**config.mk**
```make
export PLATFORM = sky130hd
export DESIGN_NAME = bus_arbiter
export DESIGN_NICKNAME = d
export VERILOG_FILES = /design/src/rtl/bus_arbiter_pkg.sv /design/src/rtl/bus_arbiter_rr_select.sv /design/src/rtl/bus_arbiter.sv
export SDC_FILE = /design/constraint.sdc
export NUM_CORES = 1
export LEC_CHECK = 0
export ABC_AREA = 0
export CELL_PAD_IN_SITES_DETAIL_PLACEMENT = 1
export CELL_PAD_IN_SITES_GLOBAL_PLACEMENT = 1
export CORE_MARGIN = 5
export CORE_UTILIZATION = 30
export CTS_CLUSTER_SIZE = 28
export DETAILED_ROUTE_END_ITERATION = 8
export PLACE_DENSITY = 0.61
export SYNTH_ARGS = -nofsm -noshare
export SYNTH_HDL_FRONTEND = slang
export SYNTH_SLANG_ARGS = --single-unit
```
**constraint.sdc**
```tcl
create_clock -name clock -period 11.6 [get_ports clock]
set_input_delay 2.9 -clock clock [delete_from_list [all_inputs] [get_ports clock]]
set_output_delay 2.9 -clock clock [all_outputs]
set_load 0.005 [all_outputs]
```
**src/rtl/bus_arbiter_pkg.sv**
```systemverilog
// Shared definitions for the system bus arbiter: FSM states, master count
// and the snoopable address region code.
package bus_arbiter_pkg;

    localparam int NUM_MASTERS = 32;
    localparam int IDX_W       = $clog2(NUM_MASTERS);

    localparam logic [1:0] SNOOP_REGION = 2'b00;

    typedef enum logic [2:0] {
        IDLE,
        GRANT,
        WAIT_BEGIN,
        ACTIVE,
        ERROR,
        END
    } arb_state_t;

    // A burst is snoopable when it targets the cached region and has more than one beat.
    function automatic logic is_snoopable(input logic [1:0] region, input logic [7:0] burst_size);
        return (region == SNOOP_REGION) && (burst_size != 8'd0);
    endfunction

endpackage

```
**src/rtl/bus_arbiter_rr_select.sv**
```systemverilog
// Round-robin winner search: descending from (last_idx - 1), wrapping, so the
// previous winner gets the lowest priority.
module rr_priority_select
    import bus_arbiter_pkg::*;
(
    input  logic [NUM_MASTERS-1:0] requests,
    input  logic [IDX_W-1:0]       last_idx,
    output logic [NUM_MASTERS-1:0] winner_onehot,
    output logic [IDX_W-1:0]       winner_idx,
    output logic                   any_request
);

    // rotated[k] is the request of master (last_idx - 1 - k) mod NUM_MASTERS
    logic [NUM_MASTERS-1:0] rotated;
    logic                   found;

    genvar gi;
    generate
        for (gi = 0; gi < NUM_MASTERS; gi++) begin : g_rotate
            localparam logic [IDX_W-1:0] OFFSET = IDX_W'(gi + 1);
            assign rotated[gi] = requests[last_idx - OFFSET];
        end
    endgenerate

    always_comb begin
        found         = 1'b0;
        winner_idx    = '0;
        winner_onehot = '0;
        for (int k = 0; k < NUM_MASTERS; k++) begin
            if (!found && rotated[k]) begin
                found      = 1'b1;
                winner_idx = last_idx - IDX_W'(k + 1);
            end
        end
        winner_onehot[winner_idx] = found;
        any_request               = found;
    end

endmodule

```
**src/rtl/bus_arbiter.sv**
```systemverilog
// Central round-robin arbiter for the shared 32-master bus, with transaction
// tracking, grant-abandon timer and a watchdog that terminates hung transactions.
module bus_arbiter
    import bus_arbiter_pkg::*;
#(
    parameter int TIMEOUT_CYCLES    = 256,
    parameter int GRANT_WAIT_CYCLES = 16
) (
    input  logic                   clock,
    input  logic                   reset,
    input  logic [NUM_MASTERS-1:0] busRequests,
    output logic [NUM_MASTERS-1:0] busGrants,
    output logic                   busErrorOut,
    output logic                   endTransactionOut,
    output logic                   busIdle,
    output logic                   snoopableBurst,
    input  logic                   beginTransactionIn,
    input  logic                   endTransactionIn,
    input  logic                   dataValidIn,
    input  logic [1:0]             addressDataIn,
    input  logic [7:0]             burstSizeIn
);

    localparam int WD_W = $clog2(TIMEOUT_CYCLES + 1);
    localparam int GW_W = $clog2(GRANT_WAIT_CYCLES + 1);

    arb_state_t             state_reg;
    logic [IDX_W-1:0]       last_reg;
    logic [NUM_MASTERS-1:0] grants_reg;
    logic                   bus_error_reg;
    logic                   end_out_reg;
    logic                   idle_reg;
    logic                   snoop_reg;
    logic [WD_W-1:0]        watchdog_reg;
    logic [GW_W-1:0]        grant_wait_reg;

    logic [NUM_MASTERS-1:0] winner_onehot;
    logic [IDX_W-1:0]       winner_idx;
    logic                   any_request;

    rr_priority_select u_select (
        .requests      (busRequests),
        .last_idx      (last_reg),
        .winner_onehot (winner_onehot),
        .winner_idx    (winner_idx),
        .any_request   (any_request)
    );

    always_ff @(posedge clock) begin
        if (reset) begin
            state_reg      <= IDLE;
            last_reg       <= '0;
            grants_reg     <= '0;
            bus_error_reg  <= 1'b0;
            end_out_reg    <= 1'b0;
            idle_reg       <= 1'b1;
            snoop_reg      <= 1'b0;
            watchdog_reg   <= '0;
            grant_wait_reg <= '0;
        end else begin
            // Grant, error and end outputs are single-cycle pulses
            grants_reg    <= '0;
            bus_error_reg <= 1'b0;
            end_out_reg   <= 1'b0;
            case (state_reg)
                IDLE: begin
                    if (any_request) begin
                        grants_reg     <= winner_onehot;
                        last_reg       <= winner_idx;
                        grant_wait_reg <= '0;
                        idle_reg       <= 1'b0;
                        state_reg      <= WAIT_BEGIN;
                    end
                end
                WAIT_BEGIN: begin
                    if (beginTransactionIn) begin
                        watchdog_reg <= '0;
                        snoop_reg    <= is_snoopable(addressDataIn, burstSizeIn);
                        state_reg    <= ACTIVE;
                    end else if (grant_wait_reg == GW_W'(GRANT_WAIT_CYCLES - 1)) begin
                        idle_reg  <= 1'b1;
                        state_reg <= IDLE;
                    end else begin
                        grant_wait_reg <= grant_wait_reg + 1'b1;
                    end
                end
                ACTIVE: begin
                    // A master end beats a watchdog expiry in the same cycle
                    if (endTransactionIn) begin
                        snoop_reg <= 1'b0;
                        idle_reg  <= 1'b1;
                        state_reg <= IDLE;
                    end else if (dataValidIn || beginTransactionIn) begin
                        watchdog_reg <= '0;
                    end else if (watchdog_reg == WD_W'(TIMEOUT_CYCLES - 1)) begin
                        snoop_reg     <= 1'b0;
                        bus_error_reg <= 1'b1;
                        state_reg     <= ERROR;
                    end else begin
                        watchdog_reg <= watchdog_reg + 1'b1;
                    end
                end
                ERROR: begin
                    if (endTransactionIn) begin
                        idle_reg  <= 1'b1;
                        state_reg <= IDLE;
                    end else begin
                        end_out_reg <= 1'b1;
                        state_reg   <= END;
                    end
                end
                END: begin
                    idle_reg  <= 1'b1;
                    state_reg <= IDLE;
                end
                default: begin
                    idle_reg  <= 1'b1;
                    state_reg <= IDLE;
                end
            endcase
        end
    end

    assign busGrants         = grants_reg;
    assign busErrorOut       = bus_error_reg;
    assign endTransactionOut = end_out_reg;
    assign busIdle           = idle_reg;
    assign snoopableBurst    = snoop_reg;

endmodule

```
# Yosys cells after proc, flatten, opt, wreduce, memory -nomap -nowiden
# Index checks and enable logic that the tools add are counted.
# totals
reg_bits	58
input_bits	47
output_inout_bits	36
word_cells	336
# classes
n_addsub	33
order_cmp	34
n_eq_ne	16
mux	159
bitwise	5
reduce_logical	80
# ops
operator	count
5-bit by 6-bit less-than comparator with 1-bit output, second input constant	33
5-bit two-way mux	35
1-bit binary-select mux with 5-bit select	32
5-bit subtractor, second input constant	16
1-bit two-way mux	75
5-bit by 4-bit subtractor with 5-bit output, second input constant	8
9-bit two-way mux	4
1-bit logical AND	33
32-bit AND	1
1-bit zero test	31
3-bit two-way mux	7
4-bit AND reduction	5
5-bit by 3-bit subtractor with 5-bit output, second input constant	4
9-bit one-hot mux with 2 select lines	1
2-bit inequality test, second input constant	6
3-bit inequality test, second input constant	4
3-bit one-hot mux with 4 select lines	1
5-bit one-hot mux with 2 select lines	1
5-bit by 2-bit subtractor with 5-bit output, second input constant	2
9-bit by 1-bit adder with 9-bit output, second input constant	1
9-bit by 8-bit == test with 1-bit output, second input constant	1
8-bit nonzero test	1
3-bit by 2-bit == test with 1-bit output, second input constant	2
5-bit by 1-bit adder with 5-bit output, second input constant	1
other kinds (17)	22

# Depth between registers and ports, before layout
# Gate-level depths: netlist of the first run.
# logic_depth
word_depth	102
depth_mapped	25
depth_no_buf	15

# Modules after synthesis
# Synthesis of the first run repeated with hierarchy kept, for this count alone.
# unflattened
cells_unflattened	1105
hier_area_um2	9489.1
# modules_own_cells
mod	n_inst	cells_per_inst	area_per_inst_um2	seq_area_each_um2
rr_priority_select	1	882	7353.3	0.0
bus_arbiter	1	223	2135.8	1161.1

# Least setup slack after synthesis of the first run
# Ideal clock, no wire load.
# synth_path
kind	input port to flip-flop
start	input busRequests[0]
end	register grants_reg[0], in the netlist busGrants[0]
setup_ns	0.065
arrival_ns	7.185
t_required_ns	11.535
setup_slack_ns	4.350
stages	14
path_buffers	3
path_cell_list	mux4_2 > clkbuf_1 > mux4_2 > mux2_4 > or4_4 > or4_1 > buf_2 > or4_4 > a2bb2oi_1 > a41o_1 > a21o_1 > buf_6 > or4b_4 > nor2_1
# synth_via
elab_chain_len	101
elab_cells_between_ends	198
cone_classes	2 x order compare; 130 x mux; 2 x bitwise; 64 x reduce/logical
# synth_rtl
item	line	rtl
from (decl)	bus_arbiter.sv:11	input logic [NUM_MASTERS-1:0] busRequests,
1-bit binary-select mux with 5-bit select	bus_arbiter_rr_select.sv:21	assign rotated[gi] = requests[last_idx - OFFSET];
1-bit two-way mux (implied by the code)	bus_arbiter_rr_select.sv:21	
1-bit two-way mux	bus_arbiter_rr_select.sv:30	if (!found && rotated[k]) begin
1-bit zero test	bus_arbiter_rr_select.sv:30	
1-bit logical AND	bus_arbiter_rr_select.sv:30	
1-bit two-way mux	bus_arbiter_rr_select.sv:30	
1-bit zero test	bus_arbiter_rr_select.sv:30	
1-bit logical AND	bus_arbiter_rr_select.sv:30	
[85 not listed]	n/a	
1-bit zero test	bus_arbiter_rr_select.sv:30	
1-bit logical AND	bus_arbiter_rr_select.sv:30	
5-bit two-way mux	bus_arbiter_rr_select.sv:30	
5-bit by 6-bit less-than comparator with 1-bit output (implied by the code) / 5-bit by 1-bit greater-or-equal comparator with 1-bit output (equally long branches)	bus_arbiter_rr_select.sv:35	winner_onehot[winner_idx] = found;
1-bit logical AND (implied by the code)	bus_arbiter_rr_select.sv:35	
1-bit two-way mux (implied by the code)	bus_arbiter_rr_select.sv:35	
1-bit demux with 5-bit select	n/a	
32-bit AND (no line)	n/a	
to (signal assigned)	bus_arbiter.sv:68	grants_reg <= winner_onehot;
to (decl)	bus_arbiter.sv:29	logic [NUM_MASTERS-1:0] grants_reg;
# Several ways; a longest one is shown, not always the timed one. The select of a mux whose other input is x is not followed.
# A chain may end at the register's enable or synchronous reset.

# Worst setup path after layout of the first run
# layout_path
start	input busRequests[0]
end	register grants_reg[1], in the netlist busGrants[1]
# Same word-level chain as after synthesis.

==> results of run 1 <==
==> synth_stat cells (all sizes together) (4+ instances only) <==
cell,number
ha,17
nand4,10
a2111oi,6
a211o,5
o311ai,7
clkbuf,42
a31oi,9
nand2b,12
o21ai,52
o31ai,4
or3,16
a31o,4
a221oi,4
a21boi,7
and3,17
nor3,58
or4,5
o32ai,7
a22oi,11
o22ai,11
a21oi,66
a21o,8
a211oi,12
buf,27
mux2i,61
nand2,100
or2,5
nand3,39
nor2b,9
nand3b,4
xnor2,28
mux4,86
dfxtp,58
a22o,9
inv,25
and2,11
nor4,10
mux2,39
nor2,88
o221ai,7
a32oi,7
xor2,10
nor3b,7
==> final timing paths <==
kind	start	endpoint	slack, ps	depth (start not counted)
max	busRequests[0]	busGrants[1]	2940	13
min	watchdog_reg[8]	watchdog_reg[8]	490	2
min reg2reg	watchdog_reg[8]	watchdog_reg[8]	490	2
max reg2reg	last_reg[2]	busGrants[1]	3700	16
==> cell families (layout without fill, tap and decap cells) <==
family / Yosys count / after routing / synth area share
xor+xnor: 38 / 38 / 0.0369
fa+ha+maj: 17 / 17 / 0.0236
compound gates: 272 / 272 / 0.208
mux: 186 / 186 / 0.332
simple gates: 403 / 403 / 0.221
flops: 58 / 58 / 0.129
buf+inv: 96 / 151 / 0.0493
==> stage by stage <==
step	setup slack (ps)	utilization	std cells	hold WS (ps)	area, sq um
after global placement	2660	0.344	1499	467	10200
after CTS	3010	0.354	1515	487	10500
after detailed placement	2700	0.344	1499	479	10200
after floorplan	4350	-	1070	449	9010
final	2940	0.354	1515	486	10500
after global routing	2630	0.354	1515	511	10500
==> worst min-delay path, cell delays in order, from the launching register on <==
cell and delay (ps):
dfxtp_1 320, a21oi_1 60, nor2_1 70
==> routing by layer <==
layer  vias up  wire length, um  GRT usage
met2       460            17800      0.354
met3        80             3330     0.0454
met1      4846            16500      0.317
li1       4300                -          -
met5         -                0          0
met4         0             1370     0.0676
==> cell type report <==
class,instances,area [sq um],area share
Inverter,27,101,0.00966
Timing Repair Buffer,108,1020,0.0968
Multi-Input combinational cell,916,7420,0.707
Clock buffer,11,253,0.0241
Clock inverter,5,52.6,0.00501
Tap cell,390,488,0.0465
Sequential cell,58,1170,0.111
==> metrics.md, run 1 <==
| Metric | Value |
|---|---|
| Run status | `complete, no violations` |
| Final hold violation count | `0` |
| Cells resized by post-CTS repair | `0` |
| Top cell type's share of synthesized area | `0.215` |
| Synthesized area per cell | `8.42 sq um` |
| Leading cell type in the layout, fill and taps excluded | `nand2_1` |
| CTS Root Buffer Type | `clkbuf_16` |
| Antenna violations before repair | `0` |
| Max frequency | `115 MHz` |
| Synth top area cells | `mux4_2, dfxtp_1, mux2i_1` |
| Post-CTS Hold Fix Bufs | `0` |
| Net count, final | `1184` |
| Number of synthesized register bits | `58` |
| Cell mode on critical path | `mux4_2` |
| Fin Clk Skew | `6.59 ps` |
| Critical-path cell list | `clkdlybuf4s50_1 -> mux4_2 -> mux4_2 -> mux2i_1 -> nor2b_1 -> and3_1 -> nand2_1 -> or4_4 -> a2bb2oi_1 -> a41o_1 -> a21oi_2 -> o21ai_0 -> nor3b_1` |
| Drt pass-1 iters | `5` |
| Wire length of the first global-routing pass | `59.6 mm` |
| Instance count of the mapped netlist | `1070` |
| Arrival @ worst endpoint | `8910 ps` |
| Synth-to-layout area growth | `16.5%` |
| Largest stage delay, worst path | `700 ps` |
| Average routed wire per standard cell | `25.8 um` |
| Overall track demand over capacity in global routing | `0.226` |
| Net count after synthesis | `1134` |
| Post-detail-place hpwl | `29.8 mm` |
| Commonest non-fill, non-tap cells in the layout | `nand2_1, nor2_1, mux4_2` |
| Number of endpoints failing setup at the final stage | `0` |
| DRC violation count after routing | `0` |
| Slowest cell on the critical path | `mux2i_1` |
| Pins Over Slew Limit | `0` |
| CTS tree | `yes` |
| Shortest period the worst path allows | `8660 ps` |
| Die Wd | `183 um` |
| CP Launch Type | `primary input` |
| Proportion of layout cells with a drive suffix above 1 | `0.173` |
| Class of the most critical hold timing path | `register to register` |
| Cell type group with the largest total delay on the critical path | `simple AND/OR/NAND/NOR gates` |
| Clock insertion delay at the later pin of the skew report | `330 ps` |
| Worst slew pin tran | `1260 ps` |
| Routability Congestion | `0.950` |
| Setup_tns | `0 ps` |
| Initial Util | `0.304` |
| Core area | `29600 sq um` |
| Floorplan row count | `63` |
| Routed via count divided by cell count | `6.39` |
| Number of H-tree levels | `3` |
| Post-CTS setup buffer count | `0` |
| Filler instances | `3515` |
| Number of distinct library cells after synthesis | `83` |
| Type of the setup path with the least slack | `primary input to register` |
| Maximum clock path buffer count | `2` |
| Required time reported for the critical path endpoint | `11840 ps` |
| Pin count of the biggest net entering global routing | `52` |
| Chip height | `183 um` |
| Die area | `33600 sq um` |
| Setup repair after global routing missed its margin | `false` |
| Number of port buffers | `82` |
| Share of synthesized flip-flops with an asynchronous set or reset | `0` |
| Post-synthesis sequential area ratio | `0.129` |
| Number of sinks driven by the clock tree | `58` |
| Rel. slew slack | `0.153` |
| Antenna cells | `0` |
| Top FF cell, synth | `dfxtp_1` |
| Kind of end point of the critical path | `register` |
| Total number of vias | `9686` |
| Critical-path maximum fanout | `18` |
| Vias in the first global route | `9532` |
| Clock slew seen by the registers of the worst setup and hold paths | `50 ps` |
| Max reg flops | `32` |
| Biggest area consumer among synthesized cells | `mux4_2` |
| Drt initial violations | `900` |
| Total I/O pin count | `83` |
| Period utilisation layout | `0.747` |
| Post-synth EDFFs | `0` |
| GRT overflow | `0` |
| Total detailed-routing wirelength | `39.0 mm` |
| Total number of yosys warnings | `0` |
| Worst path buffer plus inverter count | `1` |
| Combined area of all synthesized cells | `9010 sq um` |
| Inserted Clock Buffers | `9` |
| Max-cap violations | `0` |
| Number of antenna-violating nets in the routed design | `0` |
Power of run 1 is not shown: default switching activity piles up to over one toggle a cycle in this logic, so the estimate is an artifact.
==> run 2, diff against run 1 <==
- clock period: 11.6 -> 8.61 ns (I/O delays scaled with it)
==> metrics.md, run 2 (synthesis gave the netlist of run 1 again) <==
| Metric | Value |
|---|---|
| Run status | `complete, no violations (unchanged)` |
| Maximum clock path buffer count | `2 (unchanged)` |
| Clock insertion delay at the later pin of the skew report | `330 ps (about the same)` |
| CP Launch Type | `primary input (unchanged)` |
| CTS tree | `yes (unchanged)` |
| Total detailed-routing wirelength | `39.9 mm (was 39.0 mm)` |
| Required time reported for the critical path endpoint | `8840 ps (was 11840 ps)` |
| DRC violation count after routing | `0 (unchanged)` |
| Post-CTS Hold Fix Bufs | `0 (unchanged)` |
| Pins Over Slew Limit | `0 (unchanged)` |
| Net count, final | `1199 (was 1184)` |
| FF-to-FF path depth | `17 (was 16)` |
| Die area | `33600 sq um (unchanged)` |
| Routability Congestion | `0.964 (was 0.950)` |
| Filler instances | `3548 (was 3515)` |
| Number of H-tree levels | `3 (unchanged)` |
| Vias in the first global route | `9590 (was 9532)` |
| Reg2Reg Setup Slack | `1130 ps (was 3700 ps)` |
| Arrival @ worst endpoint | `8080 ps (was 8910 ps)` |
| Post-detail-place hpwl | `30.9 mm (was 29.8 mm)` |
| Number of antenna-violating nets in the routed design | `0 (unchanged)` |
| Clock slew seen by the registers of the worst setup and hold paths | `50 ps (about the same)` |
| Max-cap violations | `0 (unchanged)` |
| Final hold violation count | `0 (unchanged)` |
| Rel. slew slack | `0.271 (was 0.153)` |
| Die Wd | `183 um (unchanged)` |
| Proportion of layout cells with a drive suffix above 1 | `0.184 (was 0.173)` |
| Setup_tns | `0 ps (unchanged)` |
| Shortest period the worst path allows | `7850 ps` |
| Max reg flops | `32 (unchanged)` |
| Max frequency | `127 MHz` |
| Worst slew pin tran | `1090 ps (was 1260 ps)` |
| Critical-path maximum fanout | `11 (was 18)` |
| Total I/O pin count | `83 (unchanged)` |
| Post-CTS setup buffer count | `0 (unchanged)` |
| Number of endpoints failing setup at the final stage | `0 (unchanged)` |
| Drt initial violations | `954 (was 900)` |
| GRT overflow | `0 (unchanged)` |
| Chip height | `183 um (unchanged)` |
| Wire length of the first global-routing pass | `60.8 mm (was 59.6 mm)` |
| Reg-to-Reg End | `busGrants[6] (was busGrants[1])` |
| Floorplan row count | `63 (unchanged)` |
| Reg-to-Reg Start | `last_reg[1] (was last_reg[2])` |
| Crit path launch | `busRequests[0] (unchanged)` |
| Class of the most critical hold timing path | `register to register (unchanged)` |
| Type of the setup path with the least slack | `primary input to register (unchanged)` |
| Core area | `29600 sq um (unchanged)` |
| Synth-to-layout area growth | `17.9% (was 16.5%)` |
| Cells resized by post-CTS repair | `0 (unchanged)` |
| Leading cell type in the layout, fill and taps excluded | `nand2_1 (unchanged)` |
| Inserted Clock Buffers | `9 (unchanged)` |
| Period utilisation layout | `0.911` |
| CP endpoint | `busGrants[6] (was busGrants[1])` |
| Pin count of the biggest net entering global routing | `41 (was 52)` |
| Antenna violations before repair | `1 (was 0)` |
| Drt pass-1 iters | `5 (unchanged)` |
| Total number of vias | `9705 (was 9686)` |
| Commonest non-fill, non-tap cells in the layout | `nand2_1, nor2_1, mux4_2 (unchanged)` |
| Initial Util | `0.304 (unchanged)` |
| CTS Root Buffer Type | `clkbuf_16 (unchanged)` |
| Antenna cells | `0 (unchanged)` |
| Overall track demand over capacity in global routing | `0.231 (was 0.226)` |
| Average routed wire per standard cell | `26.1 um (was 25.8 um)` |
| Number of sinks driven by the clock tree | `58 (unchanged)` |
| Fin Clk Skew | `6.63 ps (was 6.59 ps)` |
| Setup repair after global routing missed its margin | `false (unchanged)` |
| Kind of end point of the critical path | `register (unchanged)` |
| Number of port buffers | `82 (unchanged)` |
| Routed via count divided by cell count | `6.34 (was 6.39)` |
-- run 2: cell count changes in the layout (fill, tap and decap cells not counted), sizes merged --
cell	change
buf	+15
clkinv	+1
clkinvlp	-1
-- run 2: critical path: stages --
cell             delay, ps
clkdlybuf4s50_1        620
mux4_2                 400
nor2_1                  70
nor3_1                 620
a22oi_1                440
and3_1                 420
and4_1                 200
nand3_1                150
buf_4                  210
a211oi_1                90
or3_1                  320
or4_1                  580
o41ai_1                990
or3b_2                 570
nor3_1                 230
-- run 2: through the flow --
stage                     hold slack (ps)  instance area, sq um  std cells  worst slack (ps)   util
after CTS                             489                 10600       1530               910  0.358
after detailed placement              480                 10300       1514               582  0.348
after floorplan                       449                  9010       1070              2000      -
final                                 482                 10600       1530               762  0.358
after global routing                  506                 10600       1530               391  0.358
after global placement                467                 10300       1514               591  0.348
-- run 2: worst min path at each step --
stage / startpoint / to / cells past startpoint / slack, ps
final: watchdog_reg[1] / watchdog_reg[1] / 2 / 480
after global routing: watchdog_reg[1] / watchdog_reg[1] / 2 / 510
after CTS: watchdog_reg[1] / watchdog_reg[1] / 2 / 490
after detailed placement: grant_wait_reg[4] / grant_wait_reg[4] / 2 / 480
after global placement: watchdog_reg[1] / watchdog_reg[1] / 2 / 470
after floorplan: watchdog_reg[1] / watchdog_reg[1] / 2 / 450
-- run 2: routing by layer --
layer / global-route usage / part of all wire / up-vias
li1: - / - / 4321
met1: 0.330 / 0.44 / 4870
met2: 0.367 / 0.46 / 444
met3: 0.0379 / 0.079 / 70
met4: 0.0572 / 0.028 / 0
met5: 0 / 0 / -
-- run 2: area by class of cell --
class,instances,area [sq um],area share
Multi-Input combinational cell,916,7420,0.699
Sequential cell,58,1170,0.110
Timing Repair Buffer,123,1130,0.106
Tap cell,390,488,0.0460
Clock buffer,11,264,0.0249
Inverter,27,101,0.00955
Clock inverter,5,50.0,0.00471
Power of run 2 is left out for the same reason.
